==> src/rtl/mips_pkg.sv <==
// Shared definitions for the MIPS instruction-fetch slice: fetch FSM encoding,
// instruction size and the default reset vector.
package mips_pkg;

  typedef enum logic [1:0] {
    ST_IDLE  = 2'd0,
    ST_FETCH = 2'd1,
    ST_ISSUE = 2'd2,
    ST_HALT  = 2'd3
  } fetch_state_e;

  localparam int unsigned INSTR_BYTES      = 4;
  localparam logic [31:0] DEFAULT_RESET_PC = 32'h0000_0000;

endpackage

==> src/rtl/instruction_fetch_next_pc_32.sv <==
// Combinational next-PC selection: jr > jump > taken branch > sequential.
// All additions wrap modulo 2^32.
module next_pc_32
  import mips_pkg::*;
(
  input  logic [31:0] pc_i,
  input  logic        branch_taken_i,
  input  logic [15:0] branch_offset_i,
  input  logic        jump_i,
  input  logic [25:0] jump_target_i,
  input  logic        jr_i,
  input  logic [31:0] jr_addr_i,
  output logic [31:0] pc_plus4_o,
  output logic [31:0] next_pc_o
);

  logic signed [31:0] br_disp;

  always_comb begin
    pc_plus4_o = pc_i + 32'(INSTR_BYTES);
    // Word offset: sign-extend the 16-bit immediate and scale by 4.
    br_disp    = {{14{branch_offset_i[15]}}, branch_offset_i, 2'b00};
    next_pc_o  = pc_plus4_o;
    if (jr_i)
      next_pc_o = jr_addr_i;
    else if (jump_i)
      next_pc_o = {pc_plus4_o[31:28], jump_target_i, 2'b00};
    else if (branch_taken_i)
      next_pc_o = pc_plus4_o + $unsigned(br_disp);
  end

endmodule

==> src/rtl/instruction_fetch.sv <==
// Instruction fetch unit: IDLE/FETCH/ISSUE/HALT FSM with imem wait timeout.
// Optional macro IFETCH_ALIGN_CHECK_EN halts on a misaligned jr target.
module instruction_fetch
  import mips_pkg::*;
#(
  parameter logic [31:0] RESET_PC = DEFAULT_RESET_PC,
  parameter int unsigned MAX_WAIT = 15
) (
  input  logic        clock,
  input  logic        reset,
  output logic        imem_req,
  output logic [31:0] imem_addr,
  input  logic        imem_ack,
  input  logic [31:0] imem_data,
  output logic [31:0] instruction,
  output logic        instr_valid,
  input  logic        instr_accept,
  input  logic        branch_taken,
  input  logic [15:0] branch_offset,
  input  logic        jump,
  input  logic [25:0] jump_target,
  input  logic        jr,
  input  logic [31:0] jr_addr,
  output logic [31:0] pc,
  output logic [31:0] pc_plus4,
  output logic        err_timeout,
  output logic        err_misaligned
);

  localparam int WAIT_W = $clog2(MAX_WAIT + 1);

  fetch_state_e      state_q, state_d;
  logic [31:0]       pc_q, pc_d;
  logic [31:0]       instr_q, instr_d;
  logic [WAIT_W-1:0] wait_q, wait_d, wait_inc;
  logic              err_to_q, err_to_d;
  logic              err_mis_q, err_mis_d;
  logic [31:0]       jr_addr_eff;
  logic [31:0]       next_pc;
  logic              jr_misaligned;

`ifdef IFETCH_ALIGN_CHECK_EN
  assign jr_addr_eff   = jr_addr;
  assign jr_misaligned = jr && (jr_addr[1:0] != 2'b00);
`else
  logic unused_jr_lsb;
  assign unused_jr_lsb = ^jr_addr[1:0];
  assign jr_addr_eff   = {jr_addr[31:2], 2'b00};
  assign jr_misaligned = 1'b0;
`endif

  next_pc_32 u_next_pc (
    .pc_i            (pc_q),
    .branch_taken_i  (branch_taken),
    .branch_offset_i (branch_offset),
    .jump_i          (jump),
    .jump_target_i   (jump_target),
    .jr_i            (jr),
    .jr_addr_i       (jr_addr_eff),
    .pc_plus4_o      (pc_plus4),
    .next_pc_o       (next_pc)
  );

  always_comb begin
    state_d     = state_q;
    pc_d        = pc_q;
    instr_d     = instr_q;
    wait_d      = wait_q;
    err_to_d    = err_to_q;
    err_mis_d   = err_mis_q;
    imem_req    = 1'b0;
    instr_valid = 1'b0;
    wait_inc    = wait_q + WAIT_W'(1);
    case (state_q)
      ST_IDLE: state_d = ST_FETCH;
      ST_FETCH: begin
        imem_req = 1'b1;
        if (imem_ack) begin
          instr_d = imem_data;
          wait_d  = '0;
          state_d = ST_ISSUE;
        end else begin
          wait_d = wait_inc;
          if (wait_inc == WAIT_W'(MAX_WAIT)) begin
            err_to_d = 1'b1;
            state_d  = ST_HALT;
          end
        end
      end
      ST_ISSUE: begin
        instr_valid = 1'b1;
        if (instr_accept) begin
          // A misaligned jr freezes pc so the faulting instruction stays visible.
          if (jr_misaligned) begin
            err_mis_d = 1'b1;
            state_d   = ST_HALT;
          end else begin
            pc_d    = next_pc;
            state_d = ST_FETCH;
          end
        end
      end
      ST_HALT: state_d = ST_HALT;
      default: state_d = ST_IDLE;
    endcase
  end

  always_ff @(posedge clock) begin
    if (reset) begin
      state_q   <= ST_IDLE;
      pc_q      <= RESET_PC;
      instr_q   <= '0;
      wait_q    <= '0;
      err_to_q  <= 1'b0;
      err_mis_q <= 1'b0;
    end else begin
      state_q   <= state_d;
      pc_q      <= pc_d;
      instr_q   <= instr_d;
      wait_q    <= wait_d;
      err_to_q  <= err_to_d;
      err_mis_q <= err_mis_d;
    end
  end

  assign imem_addr      = pc_q;
  assign pc             = pc_q;
  assign instruction    = instr_q;
  assign err_timeout    = err_to_q;
  assign err_misaligned = err_mis_q;

endmodule

==> config.mk <==
export PLATFORM = sky130hd
export DESIGN_NAME = instruction_fetch
export DESIGN_NICKNAME = d
export VERILOG_FILES = /design/src/rtl/mips_pkg.sv /design/src/rtl/instruction_fetch_next_pc_32.sv /design/src/rtl/instruction_fetch.sv
export SDC_FILE = /design/constraint.sdc
export NUM_CORES = 1
export LEC_CHECK = 0
export CAP_MARGIN = 10
export CORE_MARGIN = 10
export CORE_UTILIZATION = 40
export CTS_BUF_LIST = sky130_fd_sc_hd__clkbuf_4 sky130_fd_sc_hd__clkbuf_8
export DETAILED_ROUTE_END_ITERATION = 8
export HOLD_SLACK_MARGIN = 0.02
export PLACE_DENSITY = 0.87
export REMOVE_ABC_BUFFERS = 1
export SYNTH_ARGS = -nofsm -noshare
export SYNTH_HDL_FRONTEND = slang
export SYNTH_SLANG_ARGS = --single-unit
==> constraint.sdc <==
create_clock -name clock -period 7.8 [get_ports clock]
set_input_delay 1.95 -clock clock [delete_from_list [all_inputs] [get_ports clock]]
set_output_delay 1.95 -clock clock [all_outputs]
set_load 0.02 [all_outputs]
==> flow_metrics.tcl <==
set metrics [dict create \
    relSlewSlack_pct 29.0 \
    drc_errors 0 \
    grt_setup_unrepaired "false" \
    ys.flop_type "dfxtp_1" \
    finalMaxSlewViolations 0 \
    fin_area_sq_mm 0.00832 \
    io_buffers 235 \
    synth-seq-area-share_pct 23.1 \
    grt_max_degree 50 \
    pre_cts_ws_ns 2.45 \
    vias 6678 \
    status "completed" \
    grtUsageTotal_pct 21.8 \
    initial_core_util_pct 41.0 \
    crit_buf_inv 2 \
    r2r_slack_ns 3.58 \
    drtAntennaViolNets 0 \
    clkTransAtPathRegs_ns 0.10 \
    max-vdd-ir-drop_v 0.0000841 \
    viasPerCell 5.72 \
    clockBufferDepth 2 \
    min_path_type "reg2reg" \
    max_slew.worst_pin.slew_ns 1.06 \
    core_area_sq_mm 0.0146 \
    synth_top_cell_by_area "dfxtp_1" \
    cts_setup_buffers 0 \
    die_area_sq_mm 0.0203 \
    timing.final.crit_share_pct 66.3 \
    crit_chain "nand3_2 -> or3_4 -> or3_4 -> inv_1 -> nand2_1 -> xnor2_1 -> clkdlybuf4s50_1" \
    skew_ns 0.0197 \
    hold_buffers 0 \
    drive_gt1_share_pct 5.91 \
    wl_per_cell_um 19.8 \
    antenna_found_initial 0 \
    cp.required_ns 5.85 \
    crit_top_cell "or3_4" \
    power.leakage_nw 3.25 \
    drt_iter0_drc 574 \
    grt_pass1_wl_mm 35.7 \
    setup-tns-final_ns 0 \
    synth_most_common_cell "nand2_1" \
    cts_tree "built" \
    fill_cells 1347 \
    clkSinkCount 69 \
    utilization_pct 57.1 \
    synth_common_cells "nand2_1 (123), a21oi_1 (97), dfxtp_1 (69), nor2_1 (52)" \
    synth_area_leaders "dfxtp_1 (23%), a21oi_1 (8.1%), ha_1 (7.9%)" \
    clk_latency_ns 0.36 \
    firstDrtPassIters 5 \
    hpwl_mm 17.9 \
    num_rows 44 \
    powerDensity_mw_per_mm2 120 \
    place_area_sq_mm 0.00812 \
    drv_cap 0 \
    critPathMaxFanout 7 \
    place.gp.congestion 0.956 \
    cts-resized-gates 0 \
    synth-seq-cells 69 \
    endpoint_kind "output port" \
    wl_mm 23.2 \
    yosys_warnings 0 \
    setup_viol 0 \
    synth_cells 792 \
    die_y_um 142 \
    async_reset_ff_share_pct 0 \
    arrival_ns 3.22 \
    synth_area_sq_mm 0.00599 \
    grt-ovfl-total 0 \
    synth_edf_count 0 \
    cts_root_buf "clkbuf_8" \
    nets 1129 \
    start_kind "flop" \
    slowest_stage "clkdlybuf4s50_1" \
    io_pins 245 \
    fin_ws_ns 2.63 \
    fmax_ghz 0.193 \
    syn_avg_cell_area_sq_um 7.56 \
    finalHoldViolCount 0 \
    cts_htree_levels 3 \
    synth.distinct_cells 80 \
    critical-path-top-delay-family "simple AND/OR/NAND/NOR gates" \
    cts_inserted_buffers 9 \
    dieWidth_um 142 \
    period_needed_ns 5.17 \
    post-synth-top-area-fraction_pct 23.1 \
    area.growth.synth_to_final_pct 39.0 \
    worst-setup-path-type "reg2out" \
    max_stage_delay_ns 0.71 \
    grt_pass1_vias 6656 \
]
[layout make-up]
cell class,instances,area (sq um),share of cell area (%)
diodes,1,2.50,0.0301
clock buffers,9,124,1.49
clock inverters,7,80.1,0.962
inverters,17,63.8,0.767
multi-input cells,636,4030,48.4
flip-flops and latches,69,1380,16.6
well taps,184,230,2.77
repair buffers,244,2410,29.0
[report_power, final]
group / total [W] / leakage (nW) / switching, W / internal (W)
Clock: 0.000314 / 0.0969 / 0.000162 / 0.000152
Combinational: 0.000307 / 2.59 / 0.000162 / 0.000145
Sequential: 0.000380 / 0.560 / 0.0000141 / 0.000366
Total: 0.00100 / 3.25 / 0.000338 / 0.000663
[flip-flops by register name, summed over array words and instances, names as in the netlist]
| signal | cells |
|---|---|
| wait_q | 4 |
| err_timeout | 1 |
| state_q | 2 |
| imem_addr | 30 |
| instruction | 32 |
[stage by stage]
step | cells | hold WS (ns) | total power [W]
2_1_floorplan | 722 | 0.447 | 0.000535
3_3_place_gp | 1150 | 0.441 | 0.000689
3_5_place_dp | 1150 | 0.446 | 0.000692
4_1_cts | 1166 | 0.458 | 0.00100
5_1_grt | 1166 | 0.477 | 0.00105
6_report | 1167 | 0.456 | 0.00100
[final timing paths]
path,from,end,depth (start not counted)
worst max-delay path,imem_addr[11]$_SDFFE_PP0P_,pc_plus4[25],7
worst min-delay path,instruction[7]$_SDFFE_PP0P_,instruction[7]$_SDFFE_PP0P_,2
worst max register to register,imem_addr[11]$_SDFFE_PP0P_,imem_addr[31]$_SDFFE_PP0P_,14
worst min register to register,instruction[7]$_SDFFE_PP0P_,instruction[7]$_SDFFE_PP0P_,2
[routing by layer]
| layer | vias to the layer above | wire, um | GRT usage, % |
|---|---|---|---|
| li1 | 3184 | - | - |
| met1 | 3106 | 9060 | 25.2 |
| met2 | 345 | 10800 | 36.1 |
| met3 | 43 | 2730 | 8.41 |
| met4 | 0 | 606 | 7.14 |
| met5 | - | 0 | 0 |
[worst reg2reg max path, delay by kind of cell, from the launching register on]
kind            cells  cell delay [ns]
simple gates        4             1.05
fa+ha+maj           1             0.40
flops               1             0.54
compound gates      7             1.54
xor+xnor            2             0.58
[cells by family (layout without fill, tap and decap cells)]
kind of cell               count (synthesis)  in the layout  share of synthesized area, %
and+or+nand+nor                          286            286                          22.9
AOI/OAI and AO/OA                        242            242                          25.9
buffers and inverters                     93            277                          10.0
DFF                                       69             69                          23.1
other                                      1              8                        0.0626
adders and majority gates                 39             39                          8.28
muxes                                     12             12                          2.05
xor gates and xnor gates                  50             50                          7.69
[cells in the final DEF (no fill, tap or decap), types with 3 or more instances in the layout]
master	instances
a211o_1	3
a211oi_1	16
a21boi_0	4
a21o_1	12
a21oi_1	97
a31oi_1	7
and2_1	9
and3_1	15
and4_1	4
buf_4	9
clkbuf_8	9
clkdlybuf4s50_1	234
conb_1	7
dfxtp_1	69
ha_1	38
inv_1	16
inv_6	3
mux2i_1	10
nand2_1	123
nand2b_1	9
nand3_1	25
nand4_1	11
nor2_1	52
nor2b_1	4
nor3_1	13
o211ai_1	15
o21a_1	5
o21ai_0	34
o22ai_1	8
o2bb2ai_1	4
o31ai_1	6
xnor2_1	30
xor2_1	17
No activity file was read; power rests on OpenSTA's default activity.
